--- src/rtl/alu_vector_gen.sv ---
// Stimulus generator for the ALU: streams {srcA, srcB, ALUOPCtrl} vectors over valid/ready,
// first an optional 16-vector corner sweep, then num_vec vectors from two 32-bit LFSRs.
module alu_vector_gen #(
  parameter logic [31:0] SEED_A   = 32'h1234_5678,
  parameter logic [31:0] SEED_B   = 32'h8765_4321,
  parameter logic [4:0]  OP_FIRST = 5'd0,
  parameter logic [4:0]  OP_LAST  = 5'd31,
  parameter int          CNT_W    = 16
) (
  input  logic             clk,
  input  logic             rst,
  input  logic             start,
  input  logic             en_corner,
  input  logic [CNT_W-1:0] num_vec,
  output logic             out_valid,
  input  logic             out_ready,
  output logic [31:0]      srcA,
  output logic [31:0]      srcB,
  output logic [4:0]       ALUOPCtrl,
  output logic [CNT_W-1:0] vec_idx,
  output logic             busy,
  output logic             done
);

  localparam logic [1:0] S_IDLE   = 2'd0;
  localparam logic [1:0] S_CORNER = 2'd1;
  localparam logic [1:0] S_RANDOM = 2'd2;
  localparam logic [1:0] S_DONE   = 2'd3;

  // An all-zero LFSR would lock up, so a zero seed is replaced by 1.
  localparam logic [31:0] SEED_A_EFF = (SEED_A == 32'h0) ? 32'h1 : SEED_A;
  localparam logic [31:0] SEED_B_EFF = (SEED_B == 32'h0) ? 32'h1 : SEED_B;

  logic [1:0]       state;
  logic [31:0]      lfsr_a;
  logic [31:0]      lfsr_b;
  logic [4:0]       op;
  logic [3:0]       corner_k;
  logic [CNT_W-1:0] rand_left;
  logic             xfer;
  logic [4:0]       next_op;

  function automatic logic [31:0] lfsr_step(input logic [31:0] l);
    return {l[30:0], l[31] ^ l[21] ^ l[1] ^ l[0]};
  endfunction

  function automatic logic [31:0] corner_val(input logic [1:0] sel);
    logic [31:0] v;
    case (sel)
      2'd0:    v = 32'h0000_0000;
      2'd1:    v = 32'h0000_0001;
      2'd2:    v = 32'h7FFF_FFFF;
      default: v = 32'h8000_0000;
    endcase
    return v;
  endfunction

  // Handshake: a vector moves on every posedge where out_valid and out_ready are both high;
  // while out_valid is high and out_ready low, every output stays unchanged.
  assign busy      = (state == S_CORNER) || (state == S_RANDOM);
  assign done      = (state == S_DONE);
  assign out_valid = busy;
  assign xfer      = out_valid && out_ready;
  assign next_op   = (op == OP_LAST) ? OP_FIRST : op + 5'd1;
  assign ALUOPCtrl = busy ? op : 5'd0;

  always_comb begin
    srcA = 32'h0;
    srcB = 32'h0;
    case (state)
      S_CORNER: begin
        srcA = corner_val(corner_k[3:2]);
        srcB = corner_val(corner_k[1:0]);
      end
      S_RANDOM: begin
        srcA = lfsr_a;
        srcB = lfsr_b;
      end
      default: ;
    endcase
  end

  always_ff @(posedge clk) begin
    if (rst) begin
      state     <= S_IDLE;
      lfsr_a    <= SEED_A_EFF;
      lfsr_b    <= SEED_B_EFF;
      op        <= OP_FIRST;
      corner_k  <= 4'd0;
      rand_left <= '0;
      vec_idx   <= '0;
    end else begin
      if (xfer) begin
        vec_idx <= vec_idx + CNT_W'(1);
        op      <= next_op;
      end
      case (state)
        S_IDLE, S_DONE: begin
          if (start) begin
            lfsr_a    <= SEED_A_EFF;
            lfsr_b    <= SEED_B_EFF;
            op        <= OP_FIRST;
            corner_k  <= 4'd0;
            rand_left <= num_vec;
            vec_idx   <= '0;
            if (en_corner)             state <= S_CORNER;
            else if (num_vec != '0)    state <= S_RANDOM;
            else                       state <= S_DONE;
          end
        end
        S_CORNER: begin
          if (xfer) begin
            corner_k <= corner_k + 4'd1;
            if (corner_k == 4'd15) state <= (rand_left != '0) ? S_RANDOM : S_DONE;
          end
        end
        S_RANDOM: begin
          if (xfer) begin
            lfsr_a    <= lfsr_step(lfsr_a);
            lfsr_b    <= lfsr_step(lfsr_b);
            rand_left <= rand_left - CNT_W'(1);
            if (rand_left == CNT_W'(1)) state <= S_DONE;
          end
        end
        default: state <= S_IDLE;
      endcase
    end
  end

endmodule

--- config.mk ---
export PLATFORM = sky130hd
export DESIGN_NAME = alu_vector_gen
export DESIGN_NICKNAME = d
export VERILOG_FILES = /design/src/rtl/alu_vector_gen.sv
export SDC_FILE = /design/constraint.sdc
export NUM_CORES = 1
export LEC_CHECK = 0
export ABC_CLOCK_PERIOD_IN_PS = 1900
export CORE_ASPECT_RATIO = 1.4
export CORE_UTILIZATION = 57
export DETAILED_ROUTE_END_ITERATION = 8
export DONT_BUFFER_PORTS = 1
export PLACE_DENSITY = 0.81
export SYNTH_ARGS = -nofsm -noshare
export SYNTH_HDL_FRONTEND = slang
export SYNTH_SLANG_ARGS = --single-unit
--- constraint.sdc ---
create_clock -name clk -period 1.9 [get_ports clk]
set_input_delay 0.19 -clock clk [delete_from_list [all_inputs] [get_ports clk]]
set_output_delay 0.19 -clock clk [all_outputs]
set_load 0.02 [all_outputs]
==> metrics.txt, run 1 <==
Clock Path Buffers 2; Startpoint Class register; CP Capture Type register; starting density of the core 59.04%; pwr dens 1617 nW/µm²; sequential-to-total area share from yosys stat between 40 and 50%; Pleak about 0.0027 µW; slowest stage cell on the critical path or4_4; most frequent cells in the layout nand2_1, dfxtp_1, buf_4, nor2_1, a21oi_1; num rows 41; arrival time worst endpoint approximately 2.2 ns; CTS clk-pin slew, worst paths 0.07 ns; via/cell ratio between 6 and 7; clock root buffer clkbuf_16; Final Hold Fails 58; Post-Syn Area 5330 µm²; Mapped Cells about 700; RePlAce Congestion roughly 0.9; #FFs+latches synth between 100 and 150; critical path's largest stage delay roughly 0.47 ns; fin. max-slew vios 0; max-cap violations 0; final WL approximately 17 mm; Final WS setup -0.04498 ns; Initial DRC Count between 500 and 600; Fillers about 530; Synth async-reset ratio 0%; RR Startpoint rand_left[0]; io pins 109; sw frac between 40 and 50%; Post-DRT Antenna Nets 0; Pre-antenna DRT Iters 7; Psw 5160 µW; Register-to-Register Path Depth 7; Peak VDD IR about 1400 µV; most common cell after layout, fill and taps aside nand2_1; Clock Skews between 0.002 and 0.003 ns; largest net degree at the start of global routing 81; Remaining Overflow, GRT 0; Synth-to-Final Area Change 35.59%; period utilization 102.4%; end point of the critical path rand_left[14]; Max FO, Critical Path 5; worst reg2reg path endpoint rand_left[14]; FMAX just over 500 MHz; Hold Path Depth 1; Critical Path RT ~2.2 ns; WP buf/inv 1; critical path class reg -> reg; RSZ-0062 raised after global routing yes; # H-tree levels 3; sequential share of power between 20 and 25%; Mean Syn Cell Area 7.625 µm²; Die ar. about 9700 µm²; slew margin rel. 67.93%; number of global-route vias before repair 4926; crit-path leading delay family simple AND/OR/NAND/NOR gates; Port-buffer cells 0; DPL Wire Length between 9 and 10 mm; share of cells above drive strength 1 about 29%; area occupied by multi-input gates between 3000 and 4000 µm²; failing checks negative hold slack, negative setup slack; Die X-Extent ~84 µm; Unique masters post-synth 53; clock sinks ~110; combinational share of power about 60%; Tmin final between 1.5 and 2 ns; Post-synth EDFFs 0; clk_lat worst skew approximately 0.35 ns; # diodes 0; worst-margin pin slew 0.4766 ns; clock power share between 10% and 20%; status finished, violations left; hold_ws -0.09902 ns; number of antenna violations at the first check in global routing 0; setup slack, reg-to-reg -0.04 ns; Setup Slack @ Placement -0.05009 ns; Int Pwr about 6500 µW; Total GRT Usage between 20% and 30%; Num CTS Buffers 9; Cell Chain, Critical Path inv_4 -> ha_4 -> or3b_4 -> or4_4 -> nor4_4 -> xor2_1 -> o2bb2ai_1; ys flop type dfxtp_1; WP depth 7; register area 2152 µm²; Nets 818; Yosys warnings 0; final setup vio count 6; Via Count between 5000 and 6000; die height around 120 µm; Util after Layout between 80% and 90%; # DRC 0; core area ~9000 µm²; DR WL/cell about 19 µm; worst setup path startpoint rand_left[0]; first-pass GRT wire length approximately 23 mm; min-delay worst type in -> reg; Mapped Nets 733; CTS tree built
## state kept, by name (all words and copies together), names as in the netlist
name	cells
vec_idx	16
lfsr_b	32
rand_left	16
op	5
lfsr_a	32
state	2
corner_k	4
## cell usage after synthesis (2+ instances only)
cell type / n / area (µm²)
nand3b_1: 5 / 37.54
nand4_1: 8 / 50.05
or3_4: 2 / 22.52
a311oi_1: 2 / 17.52
inv_1: 13 / 48.80
a21oi_1: 90 / 450.4
a221oi_1: 2 / 17.52
nor2b_1: 10 / 62.56
buf_2: 4 / 20.02
xor2_1: 9 / 78.83
mux2i_1: 3 / 30.03
buf_1: 13 / 48.80
a22oi_1: 41 / 307.8
and3b_1: 2 / 17.52
and3_1: 5 / 31.28
nand2_1: 121 / 454.2
xnor2_1: 8 / 70.07
o211ai_1: 2 / 15.01
or3_1: 5 / 31.28
nor4_1: 9 / 56.30
dfxtp_1: 107 / 2142
nor2_1: 68 / 255.2
nand3_1: 21 / 105.1
a31oi_1: 5 / 31.28
o21ai_0: 18 / 90.09
or4_1: 2 / 15.01
nor3_1: 11 / 55.05
clkbuf_1: 42 / 157.7
nand2b_1: 18 / 112.6
o22ai_1: 14 / 87.58
a32oi_1: 3 / 26.28
ha_1: 13 / 162.7
nor4_4: 2 / 42.54
o21a_1: 2 / 15.01
## how the worst min path moves through the flow
stage	from	endpoint
global placement	rst	state[0]
CTS	rst	rand_left[9]
detailed placement	rst	rand_left[0]
global route	rst	rand_left[4]
finish	rst	rand_left[3]
floorplan	en_corner	state[1]
## area by class of cell
| type | instances | area share [%] |
|---|---|---|
| Clock inverter | 4 | 0.7791 |
| Tap cell | 107 | 1.852 |
| Multi-Input combinational cell | 519 | 45.31 |
| Sequential cell | 107 | 29.78 |
| Timing Repair Buffer | 134 | 17.99 |
| Inverter | 13 | 0.7445 |
| Clock buffer | 12 | 3.549 |
## logic make-up (layout without fill, tap and decap cells)
kind of cell / after synthesis / in the layout / share of synthesized area (%)
AND/OR/NAND/NOR: 297 / 297 / 26.57
buffers and inverters: 73 / 163 / 5.305
adder cells (fa/ha/maj): 13 / 13 / 3.052
XOR/XNOR: 17 / 17 / 2.794
multiplexers: 4 / 4 / 0.7747
flip-flops: 107 / 107 / 40.19
AO/OA/AOI/OAI: 188 / 188 / 21.31
## through the flow
step                cell area [µm²]  total power (µW)  setup TNS [ns]  instances
floorplan                      5376              6421               0        699
global placement               6097              7767               0        853
detailed placement             6097              7908        -0.09673        853
CTS                            6590             10240        -0.06333        878
global route                   7227             12240          -1.111        896
finish                         7227             11690         -0.1114        896
## power by group through the flow
stage | combinational, µW | sequential (µW) | clock, µW
detailed placement | 5040 | 2860 | 0
global route | 7290 | 2890 | 2060
finish | 6860 | 2860 | 1980
global placement | 4920 | 2840 | 0
CTS | 5460 | 2820 | 1970
floorplan | 3610 | 2810 | 0
## repair_timing
item	CTS	global route
resized for setup	23	103
hold endpoints to repair	71	68
cloned	1	6
buffers inserted	8	11
setup endpoints to repair	67	134
pin swaps	2	13
## routing by layer
layer / vias to the layer above / share of wire, % / global-route usage (%)
met5: - / 0 / 0
met2: 331 / 51 / 49.00
li1: 2609 / - / -
met4: 0 / 3.1 / 14.12
met1: 2688 / 38 / 36.29
met3: 51 / 7.8 / 6.290
Note: power is estimated with default switching activity, not from simulation.
==> inputs of run 2 (changes only) <==
--- a/config.mk
+++ b/config.mk
@@ -5,12 +5,14 @@
 export SDC_FILE = /design/constraint.sdc
 export NUM_CORES = 1
 export LEC_CHECK = 0
+export ABC_AREA = 1
 export ABC_CLOCK_PERIOD_IN_PS = 1900
 export CORE_ASPECT_RATIO = 1.4
-export CORE_UTILIZATION = 57
+export CORE_UTILIZATION = 58
 export DETAILED_ROUTE_END_ITERATION = 8
 export DONT_BUFFER_PORTS = 1
-export PLACE_DENSITY = 0.81
+export PLACE_DENSITY = 0.82
+export SKIP_LAST_GASP = 1
 export SYNTH_ARGS = -nofsm -noshare
 export SYNTH_HDL_FRONTEND = slang
 export SYNTH_SLANG_ARGS = --single-unit
==> metrics.txt, run 2 <==
# DRC 0; Via Count 6140; worst reg2reg path endpoint vec_idx[8]; clock root buffer clkbuf_16; Unique masters post-synth 37; Pre-antenna DRT Iters 5; hold_ws around 0.0043 ns; Synth Area in XOR/XNOR 1.080%; io pins between 100 and 150; final WL roughly 17 mm; Mapped Cells 864; critical path class reg -> out; Remaining Overflow, GRT 0; RSZ-0062 raised after global routing yes; Post-Syn Area ~5700 µm²; Final Hold Fails 0; Synth Area in Compound Gates approximately 16%; CTS clk-pin slew, worst paths roughly 0.07 ns; Synth async-reset ratio 0%; DPL Wire Length about 10 mm; Startpoint Class register; number of global-route vias before repair around 5700; Post-Layout Inst Area just under 7000 µm²; Total GRT Usage between 30% and 40%; status finished clean; placed cells 1006; WP depth 6; period utilization between 90% and 100%; Yosys warnings 0; Nets between 900 and 1000; Post-synth EDFFs 0; Cell Chain, Critical Path inv_1 -> ha_4 -> buf_6 -> clkbuf_16 -> a21oi_1 -> buf_4; number of antenna violations at the first check in global routing 0; worst setup path startpoint state[0]; post-place instance area between 6000 and 7000 µm²; first-pass GRT wire length roughly 26 mm; FMAX about 530 MHz; Mapped Nets ~900; Port-buffer cells 0; CTS tree built; Synth area leaders dfxtp_1, nand2_1, a21oi_1, nand3_1, nor2_1; most frequent cells in the layout nand2_1, a21oi_1, dfxtp_1, buf_4, nor2_1; Max FO, Critical Path 20; Register-to-Register Path Depth 9; Synth-to-Final Area Change 20.41%; Clock Skews 0.006797 ns; arrival time worst endpoint approximately 1.7 ns; Clock Path Buffers 2; largest family of logic cells by synthesized area simple AND/OR/NAND/NOR gates; final std cells w/o fill approximately 1000; area share of the leading cell type in the synthesized netlist a little under two fifths; Post-synth top cells nand2_1, a21oi_1, dfxtp_1, nor2_1, nand3_1; clock sinks 107; mux contribution to synthesized area 0%; core area approximately 9500 µm²; critical path's largest stage delay approximately 0.34 ns; most common cell after layout, fill and taps aside nand2_1; pwr dens roughly 1400 nW/µm²; biggest regs lfsr_a: 32 flops, lfsr_b: 32 flops; largest net degree at the start of global routing 53; worst-margin pin slew between 0.5 and 0.6 ns; Synth area leader dfxtp_1; Initial DRC Count between 500 and 600; setup slack, reg-to-reg about 0.080 ns; Die X-Extent between 80 and 90 µm; starting density of the core 60.03%; RePlAce Congestion 0.8645; fin. max-slew vios 0; num rows 42; slowest stage cell on the critical path dfxtp_1; adder-cell share of the synthesized area 2.865%; ys flop type dfxtp_1; Num CTS Buffers 9; Peak VDD IR slightly below 800 µV; via/cell ratio around 5.9; max-cap violations 0; die height ~120 µm; end point of the critical path srcB[14]; slew margin rel. approximately three fifths; final setup vio count 0; Pleak between 0.002 and 0.003 µW; WP buf/inv 4; Critical Path RT 1.71 ns; most frequent cell after synthesis nand2_1; DR WL/cell between 15 and 20 µm; Mean Syn Cell Area 6.572 µm²; sequential-to-total area share from yosys stat about 38%; # H-tree levels 3; RR Startpoint state[0]; #FFs+latches synth between 100 and 150; clk_lat worst skew 0.36 ns; crit-path leading delay family buffers and inverters; min-delay worst type in -> reg; Tmin final around 1.9 ns; # diodes 0; post-synthesis simple-gate area fraction between 30% and 40%; Die ar. just over 10000 µm²; CP Capture Type primary output; Post-DRT Antenna Nets 0; share of cells above drive strength 1 15.49%
## run 2: cell count changes after synthesis, sizes merged, moves of 18 or more
cell | previous run | this run
nand2 | 121 | 267
nand3 | 21 | 78
inv | 13 | 57
a22oi | 41 | 0
a21oi | 90 | 125
clkbuf | 42 | 20
nor2 | 68 | 89
nand2b | 18 | 0
## run 2: worst min-delay path by stage
stage,start,to,slack [ns],cells past startpoint
finish,num_vec[0],rand_left[0],0.004,2
global route,num_vec[0],rand_left[0],0.03,2
CTS,num_vec[0],rand_left[0],0.005,2
detailed placement,rst,rand_left[15],0.27,1
global placement,rst,lfsr_b[10],0.26,1
floorplan,num_vec[1],rand_left[1],0.34,2
## run 2: layout make-up
| cell class | count | area [µm²] |
|---|---|---|
| multi-input cells | 643 | 3089 |
| fillers | 680 | 2623 |
| flip-flops and latches | 107 | 2145 |
| repair buffers | 98 | 900.9 |
| clock buffers | 11 | 252.7 |
| inverters | 59 | 232.7 |
| well taps | 110 | 137.6 |
| clock inverters | 4 | 73.82 |
| repair inverters | 1 | 5.005 |
## run 2: cell families (layout without fill, tap and decap cells)
group	after synthesis	after routing
simple gates	454	454
compound gates	169	169
buf+inv	114	173
flops	107	107
fa+ha+maj	13	13
xor+xnor	7	7
## run 2: what timing repair did
item | in CTS | in global routing
gates cloned | 1 | 4
resized for setup | 12 | 14
setup buffers | 2 | 3
hold endpoints to repair | 53 | 0
endpoints found under the setup margin | 70 | 78
hold buffers | 2 | 0
pin swaps | 1 | 1
## run 2: power breakdown
| group | switching, µW | internal (µW) |
|---|---|---|
| sequential | 305 | 2550 |
| combinational | 3240 | 1730 |
| clock | 852 | 1220 |
## run 2: metrics by stage
step	total power [µW]	TNS, ns	util (%)	worst slack [ns]
6_report	9900	0	72.28	0.008776
5_1_grt	10420	-0.3775	72.28	-0.03301
4_1_cts	9397	-0.1214	70.73	-0.01965
3_5_place_dp	7089	0	66.01	0.02594
3_3_place_gp	6939	0	66.01	0.1593
2_1_floorplan	6090	0	-	0.09040
## run 2: layer usage
metal	track usage, %	part of all wire, %	vias up
met4	17.29	3.8	0
met3	5.752	8.4	61
li1	-	-	2913
met1	35.35	36	2818
met5	0	0	-
met2	55.50	51	348
## run 2: worst reg2reg max path, cell delays in order (launching register included)
cell     delay, ns
dfxtp_1       0.34
inv_1         0.08
ha_4          0.23
buf_6         0.16
nor2_8        0.16
nand3_1       0.15
nor2_2        0.18
nand2_1       0.12
o21ai_0       0.24
nor2_1        0.06
